[config.mk]
export PLATFORM = sky130hd
export DESIGN_NAME = axis_image_framer
export DESIGN_NICKNAME = d
export VERILOG_FILES = /design/src/rtl/axis_image_framer_pkg.sv /design/src/rtl/axis_out_reg.sv /design/src/rtl/axis_image_framer.sv
export SDC_FILE = /design/constraint.sdc
export NUM_CORES = 1
export LEC_CHECK = 0
export BUFFER_PORTS_ARGS = -buffer_cell sky130_fd_sc_hd__buf_2
export CAP_MARGIN = 10
export CORE_AREA = 10 10 116 66
export CTS_CLUSTER_DIAMETER = 200
export CTS_CLUSTER_SIZE = 10
export DETAILED_ROUTE_END_ITERATION = 16
export DIE_AREA = 0 0 126 76
export SYNTH_ARGS = -nofsm -noshare
export SYNTH_HDL_FRONTEND = slang
export SYNTH_SLANG_ARGS = --single-unit
export TNS_END_PERCENT = 5
[constraint.sdc]
create_clock -name clk -period 1.7 [get_ports clk]
set_input_delay 0.255 -clock clk [delete_from_list [all_inputs] [get_ports clk]]
set_output_delay 0.255 -clock clk [all_outputs]
set_load 0.01 [all_outputs]
[src/rtl/axis_image_framer_pkg.sv]
// Shared types and defaults for the AXI-Stream image framer.
// Holds the framer state encoding and default image geometry.
package axis_image_framer_pkg;

  localparam int DEF_DATA_WIDTH = 8;
  localparam int DEF_IMG_W      = 28;
  localparam int DEF_IMG_H      = 28;
  localparam int DEF_CNT_WIDTH  = 16;

  typedef enum logic [1:0] {
    ST_PASS = 2'd0,
    ST_PAD  = 2'd1,
    ST_DROP = 2'd2
  } state_t;

  // Index width for a counter over 0..n-1, at least one bit.
  function automatic int idx_width(input int n);
    return (n > 1) ? $clog2(n) : 1;
  endfunction

endpackage

[src/rtl/axis_out_reg.sv]
// One-entry registered AXI-Stream output stage carrying data, last and user.
module axis_out_reg
  import axis_image_framer_pkg::*;
#(
  parameter int DATA_WIDTH = DEF_DATA_WIDTH
) (
  input  logic                  clk,
  input  logic                  rst_n,
  input  logic [DATA_WIDTH-1:0] in_data,
  input  logic                  in_last,
  input  logic                  in_user,
  input  logic                  in_valid,
  output logic                  in_ready,
  output logic [DATA_WIDTH-1:0] out_data,
  output logic                  out_last,
  output logic                  out_user,
  output logic                  out_valid,
  input  logic                  out_ready
);

  assign in_ready = !out_valid || out_ready;

  // Load a new beat whenever the slot is free or being drained; otherwise hold.
  always_ff @(posedge clk or negedge rst_n) begin
    if (!rst_n) begin
      out_data  <= '0;
      out_last  <= 1'b0;
      out_user  <= 1'b0;
      out_valid <= 1'b0;
    end else if (in_valid && in_ready) begin
      out_data  <= in_data;
      out_last  <= in_last;
      out_user  <= in_user;
      out_valid <= 1'b1;
    end else if (out_ready) begin
      out_valid <= 1'b0;
    end
  end

endmodule

[src/rtl/axis_image_framer.sv]
// Forces an upstream pixel stream into fixed IMG_W x IMG_H frames: short
// frames are zero-padded, long frames are truncated until their tlast.
module axis_image_framer
  import axis_image_framer_pkg::*;
#(
  parameter int DATA_WIDTH = DEF_DATA_WIDTH,
  parameter int IMG_W      = DEF_IMG_W,
  parameter int IMG_H      = DEF_IMG_H,
  parameter int CNT_WIDTH  = DEF_CNT_WIDTH
) (
  input  logic                  clk,
  input  logic                  rst_n,
  input  logic [DATA_WIDTH-1:0] s_axis_tdata,
  input  logic                  s_axis_tvalid,
  output logic                  s_axis_tready,
  input  logic                  s_axis_tlast,
  output logic [DATA_WIDTH-1:0] m_axis_tdata,
  output logic                  m_axis_tvalid,
  input  logic                  m_axis_tready,
  output logic                  m_axis_tlast,
  output logic                  m_axis_tuser,
  output logic                  status_short_frame,
  output logic                  status_long_frame,
  output logic [CNT_WIDTH-1:0]  frame_count
);

  localparam int COL_W = idx_width(IMG_W);
  localparam int ROW_W = idx_width(IMG_H);
  localparam logic [COL_W-1:0] COL_LAST = COL_W'(IMG_W - 1);
  localparam logic [ROW_W-1:0] ROW_LAST = ROW_W'(IMG_H - 1);

  state_t                  state, state_nxt;
  logic [COL_W-1:0]        col, col_nxt;
  logic [ROW_W-1:0]        row, row_nxt;
  logic                    out_ready;
  logic                    emit_valid;
  logic [DATA_WIDTH-1:0]   emit_data;
  logic                    advance;
  logic                    ready_int;
  logic                    short_nxt, long_nxt;
  logic                    at_first, at_final;

  assign at_first      = (row == {ROW_W{1'b0}}) && (col == {COL_W{1'b0}});
  assign at_final      = (row == ROW_LAST) && (col == COL_LAST);
  assign s_axis_tready = rst_n && ready_int;

  // Next-state, emit and position logic.
  always_comb begin
    state_nxt  = state;
    col_nxt    = col;
    row_nxt    = row;
    emit_valid = 1'b0;
    emit_data  = '0;
    advance    = 1'b0;
    ready_int  = 1'b0;
    short_nxt  = 1'b0;
    long_nxt   = 1'b0;
    case (state)
      ST_PASS: begin
        ready_int = out_ready;
        if (s_axis_tvalid && out_ready) begin
          emit_valid = 1'b1;
          emit_data  = s_axis_tdata;
          advance    = 1'b1;
          if (at_final && !s_axis_tlast) begin
            long_nxt  = 1'b1;
            state_nxt = ST_DROP;
          end else if (!at_final && s_axis_tlast) begin
            short_nxt = 1'b1;
            state_nxt = ST_PAD;
          end else begin
            state_nxt = ST_PASS;
          end
        end else begin
          state_nxt = ST_PASS;
        end
      end
      ST_PAD: begin
        if (out_ready) begin
          emit_valid = 1'b1;
          advance    = 1'b1;
          state_nxt  = at_final ? ST_PASS : ST_PAD;
        end else begin
          state_nxt = ST_PAD;
        end
      end
      ST_DROP: begin
        // Position already wrapped to (0,0) when the final pixel went out.
        ready_int = 1'b1;
        if (s_axis_tvalid && s_axis_tlast) begin
          state_nxt = ST_PASS;
        end else begin
          state_nxt = ST_DROP;
        end
      end
      default: begin
        state_nxt = ST_PASS;
      end
    endcase

    if (advance) begin
      if (col == COL_LAST) begin
        col_nxt = {COL_W{1'b0}};
        if (row == ROW_LAST) begin
          row_nxt = {ROW_W{1'b0}};
        end else begin
          row_nxt = row + ROW_W'(1);
        end
      end else begin
        col_nxt = col + COL_W'(1);
        row_nxt = row;
      end
    end else begin
      col_nxt = col;
      row_nxt = row;
    end
  end

  // State, position, status pulses and frame counter.
  always_ff @(posedge clk or negedge rst_n) begin
    if (!rst_n) begin
      state              <= ST_PASS;
      col                <= {COL_W{1'b0}};
      row                <= {ROW_W{1'b0}};
      status_short_frame <= 1'b0;
      status_long_frame  <= 1'b0;
      frame_count        <= {CNT_WIDTH{1'b0}};
    end else begin
      state              <= state_nxt;
      col                <= col_nxt;
      row                <= row_nxt;
      status_short_frame <= short_nxt;
      status_long_frame  <= long_nxt;
      if (m_axis_tvalid && m_axis_tready && m_axis_tlast) begin
        frame_count <= frame_count + CNT_WIDTH'(1);
      end
    end
  end

  axis_out_reg #(
    .DATA_WIDTH (DATA_WIDTH)
  ) u_out_reg (
    .clk       (clk),
    .rst_n     (rst_n),
    .in_data   (emit_data),
    .in_last   (at_final),
    .in_user   (at_first),
    .in_valid  (emit_valid),
    .in_ready  (out_ready),
    .out_data  (m_axis_tdata),
    .out_last  (m_axis_tlast),
    .out_user  (m_axis_tuser),
    .out_valid (m_axis_tvalid),
    .out_ready (m_axis_tready)
  );

endmodule

# ---- After elaboration in Yosys (flattened, before gate mapping)
# Index checks and enable logic that the tools add are counted.
dict set report totals {
  n_memories 0
  ramBits 0
  input_bits 13
  latch_bits 0
  wordCells 60
  rom_bits 0
  reg_bits 41
}
dict set report op_classes {
  n_addsub 3
  bitwise_logic 0
  muxes 24
  n_reduce_logical 19
  div 0
  mul 0
  n_lt_le_gt_ge 0
  eq_ne 4
  n_shift 0
}
# op n
set op_table {}
lappend op_table {{16-bit by 1-bit adder with 16-bit output (second input constant)} 1}
lappend op_table {{8-bit two-way mux} 2}
lappend op_table {{1-bit two-way mux} 14}
lappend op_table {{5-bit by 1-bit adder with 5-bit output (second input constant)} 2}
lappend op_table {{5-bit equality test (second input constant)} 2}
lappend op_table {{1-bit logical AND} 10}
lappend op_table {{5-bit zero test} 2}
lappend op_table {{5-bit two-way mux} 2}
lappend op_table {{2-bit two-way mux} 3}
lappend op_table {{2-bit case mux with 3 select lines} 1}
lappend op_table {{1-bit case mux with 2 select lines} 2}
lappend op_table {{1-bit zero test} 3}
lappend op_table {{2-bit by 1-bit equality test with 1-bit output (second input constant)} 1}
lappend op_table {{2-bit equality test (second input constant)} 1}
lappend op_table {{2-bit zero test} 1}
lappend op_table {{2-bit AND reduction} 1}
lappend op_table {{2-bit nonzero test} 1}
lappend op_table {{1-bit logical OR} 1}

# ---- Longest topological paths before layout
dict set report depth {
  depth_word 8
  depth_mapped 5
}

# ---- Cells and area by module
# Synthesis repeated with hierarchy kept, for this count alone.
dict set report hier_totals {
  hier_cells 161
  area_unflattened_um2 1970.6
}
# module area_per_inst_um2 cells_each instances
set by_module_without_submodules {}
lappend by_module_without_submodules {axis_image_framer 1505.2 137 1}
lappend by_module_without_submodules {axis_out_reg 465.4 24 1}

# ---- Worst setup path after synthesis
# No wires, ideal clock.
dict set report synth_timing {
  path_kind {reg-to-reg}
  start {register col[0]}
  end {register row[4]}
  setup_slack_ps 168
  stages_incl_launch_ff 6
  setup_time_ps 127
  n_path_buf 0
  t_arrival_ps 1404
  synth_period_minus_slack_ps 1532
  required_ps 1573
  cell_sequence {dfrtp_1 ha_1 nand4b_4 nor3_4 and3_1 mux2_1}
}
dict set report synth_between {
  elab_chain_len 2
}
# item line
set synth_rtl {}
lappend synth_rtl {{start, declared} axis_image_framer.sv:33} ;# logic [COL_W-1:0] col, col_nxt;
lappend synth_rtl {{start signal, assigned} axis_image_framer.sv:123} ;# col <= {COL_W{1'b0}};
lappend synth_rtl {{start signal, assigned} axis_image_framer.sv:130} ;# col <= col_nxt;
lappend synth_rtl {{5-bit equality test} axis_image_framer.sv:102} ;# if (col == COL_LAST) begin
lappend synth_rtl {{2-bit AND reduction (no source line)} --}
lappend synth_rtl {{end signal, assigned} axis_image_framer.sv:124} ;# row <= {ROW_W{1'b0}};
lappend synth_rtl {{end signal, assigned} axis_image_framer.sv:131} ;# row <= row_nxt;
lappend synth_rtl {{end, declared} axis_image_framer.sv:34} ;# logic [ROW_W-1:0] row, row_nxt;
# No other way between the ends.
# A chain may end at the register's enable or synchronous reset.

# ---- Final worst setup path
dict set report layout_timing {
  start {register col[1]}
  end {register row[4]}
}
# The elaborated chain is that of the path after synthesis.

==> results_dict.tcl <==
set metrics [dict create \
    period_share_pct 95.5 \
    clkPwrFrac_pct 36.3 \
    ys.flop_type "dfrtp_1" \
    fmax_mhz 616 \
    fill_cells 563 \
    placed_cells 283 \
    required_ps 1860 \
    grt_overflow 0 \
    pin_count 43 \
    grt_pass1_wl_mm 7.44 \
    dieWidth_um 126 \
    power.density_nw_per_um2 1030 \
    crit_fanout 5 \
    critPathKind "reg2reg" \
    diodes 0 \
    worstMarginPinSlew_ps 539 \
    finalSetupViolCount 0 \
    arrival_ps 1790 \
    ys_ff_latch 41 \
    hold_viol_final 0 \
    grt_use_total_pct 9.39 \
    cts_hold_buf 0 \
    h-tree-depth 2 \
    report.final.slew_viol_count 0 \
    coreArea_sq_um 5760 \
    final_area_sq_um 2420 \
    syn2layout_area_growth_pct 27.0 \
    slew-limit-headroom_pct 63.6 \
    power_mw 2.51 \
    status "finished clean" \
    async_flop_share_pct 100 \
    nets 234 \
    syn_inst 162 \
    first_pass_iters 4 \
    placementRows 20 \
    fin_cells 294 \
    cts_buffers 5 \
    holdCritPathClass "in2async" \
    drive_gt1_share_pct 35.0 \
    wirelength_mm 4.43 \
    drtIter0Drc 114 \
    cp-start-kind "register" \
    cts_tree "done" \
    drc 0 \
    vias_per_cell 4.77 \
    p_sw_uw 698 \
    start_util_pct 33.2 \
    num_vias 1401 \
    swShare_pct 27.9 \
    synth_nets 180 \
    cts.clk_slew.worst_paths_ps 60 \
    ys_types 41 \
    synthesis.area_sq_um 1910 \
    max-vdd-ir-drop_v 0.000469 \
    yosysWarnings 0 \
    layout_commonest_cell "buf_2" \
    p_comb_share_pct 15.4 \
    worst_setup_path_end_kind "register" \
    internal_power_mw 1.81 \
    place_hpwl_mm 3.34 \
    final_cell_mix "buf_2 (42), dfrtp_1 (41), nand2_1 (15)" \
    synth_seq_area_share_pct 53.8 \
    cts.sinks 41 \
    root_buffer "clkbuf_16" \
    synth_edf_count 0 \
    clockBufferDepth 2 \
    die_y_um 76 \
    final.setup_skew_ps 2.05 \
    grt_max_degree 42 \
    drv_cap 0 \
    min_period_ps 1620 \
    portBuffers 42 \
    p_seq_share_pct 48.3 \
    tns_ps 0 \
    leakage_nw 1.23 \
    clk_latency_ps 280 \
    syn_avg_cell_area_sq_um 11.8 \
    wl_per_cell_um 15.1 \
    ant_nets 0 \
    gp_congestion 0.773 \
    placed_cell_area_sq_um 2230 \
    rsz0062_at_grt "true" \
    dieArea_sq_um 9580 \
    grt_pass1_vias 1393 \
    antenna_found_initial 0 \
]
## path summary, 6_finish.rpt
kind	start	end	slack, ps	depth (start not counted)
max in group asynchronous	rst_n	u_out_reg.out_valid	1270	2
worst max-delay path	col[1]	row[4]	80	5
worst max register to register	col[1]	row[4]	80	5
worst min register to register	frame_count[15]	frame_count[15]	460	1
min in group clk	s_axis_tlast	status_long_frame	190	2
worst min-delay path	rst_n	status_long_frame	80	2
## flip-flops by register name, indices dropped and copies added (netlist names)
name,cells
col,5
frame_count,16
row,5
state,2
status_long_frame,1
status_short_frame,1
u_out_reg.out_data,8
u_out_reg.out_last,1
u_out_reg.out_user,1
u_out_reg.out_valid,1
## per-stage QoR
step	util, %	hold WS (ps)	setup slack [ps]
2_1_floorplan	-	-40.6	168
4_1_cts	41.4	103	25.1
3_5_place_dp	38.8	407	36.2
6_report	42.1	83.0	77.0
3_3_place_gp	38.8	422	80.7
5_1_grt	42.1	132	-11.5
## logic make-up (layout without fill, tap and decap cells)
kind of cell	Yosys count	count (layout)	share of synthesized area (%)
and+or+nand+nor	66	66	22.4
AOI/OAI and AO/OA	23	23	9.38
DFF	41	41	53.8
adders and majority gates	5	5	3.28
xor gates and xnor gates	15	15	6.89
muxes	4	4	2.56
buffers and inverters	8	63	1.70
## worst max-delay path: stages (launching register included)
cell	delay, ps
dfrtp_1	410
ha_4	180
nand4b_4	120
nor3_4	270
and3_1	220
mux2_4	300
## synthesized netlist by cell type (3+ instances only)
library cell / count / share of area (%)
a22o_1: 8 / 3.7
and3_1: 5 / 1.6
dfrtp_1: 41 / 54
ha_1: 5 / 3.3
inv_1: 6 / 1.2
nand2_1: 15 / 3.0
nand3_1: 8 / 2.1
nand4_1: 3 / 0.98
nor2_1: 7 / 1.4
nor2b_1: 3 / 0.98
nor3_1: 3 / 0.79
o21ai_0: 7 / 1.8
xnor2_1: 8 / 3.7
xor2_1: 7 / 3.2
## power by group through the flow
stage / logic [mW] / registers, mW / clock network (mW)
after CTS: 0.359 / 1.20 / 0.936
after floorplan: 0.244 / 1.19 / 0
after detailed placement: 0.357 / 1.21 / 0
final: 0.386 / 1.21 / 0.909
after global routing: 0.442 / 1.22 / 0.987
after global placement: 0.356 / 1.21 / 0
## area by class of cell
type / instances / area (sq um) / share of cell area, %
clock buffers: 5 / 125 / 5.16
clock inverters: 3 / 17.5 / 0.723
inverters: 6 / 22.5 / 0.929
multi-input cells: 113 / 873 / 36.0
flip-flops and latches: 41 / 1030 / 42.3
well taps: 77 / 96.3 / 3.98
repair buffers: 49 / 263 / 10.8
## per-layer routing
metal	routed length [um]	up-vias	GRT usage, %
li1	-	687	-
met1	2360	680	13.9
met2	1730	32	11.7
met3	320	2	4.44
met4	14	0	2.04
met5	0	-	0
## timing repair
action	4_1_cts	5_1_grt
pin swaps	0	3
setup endpoints to repair	1	2
setup buffers	0	3
gates resized for setup	1	4
(Power assumes the default switching activity.)
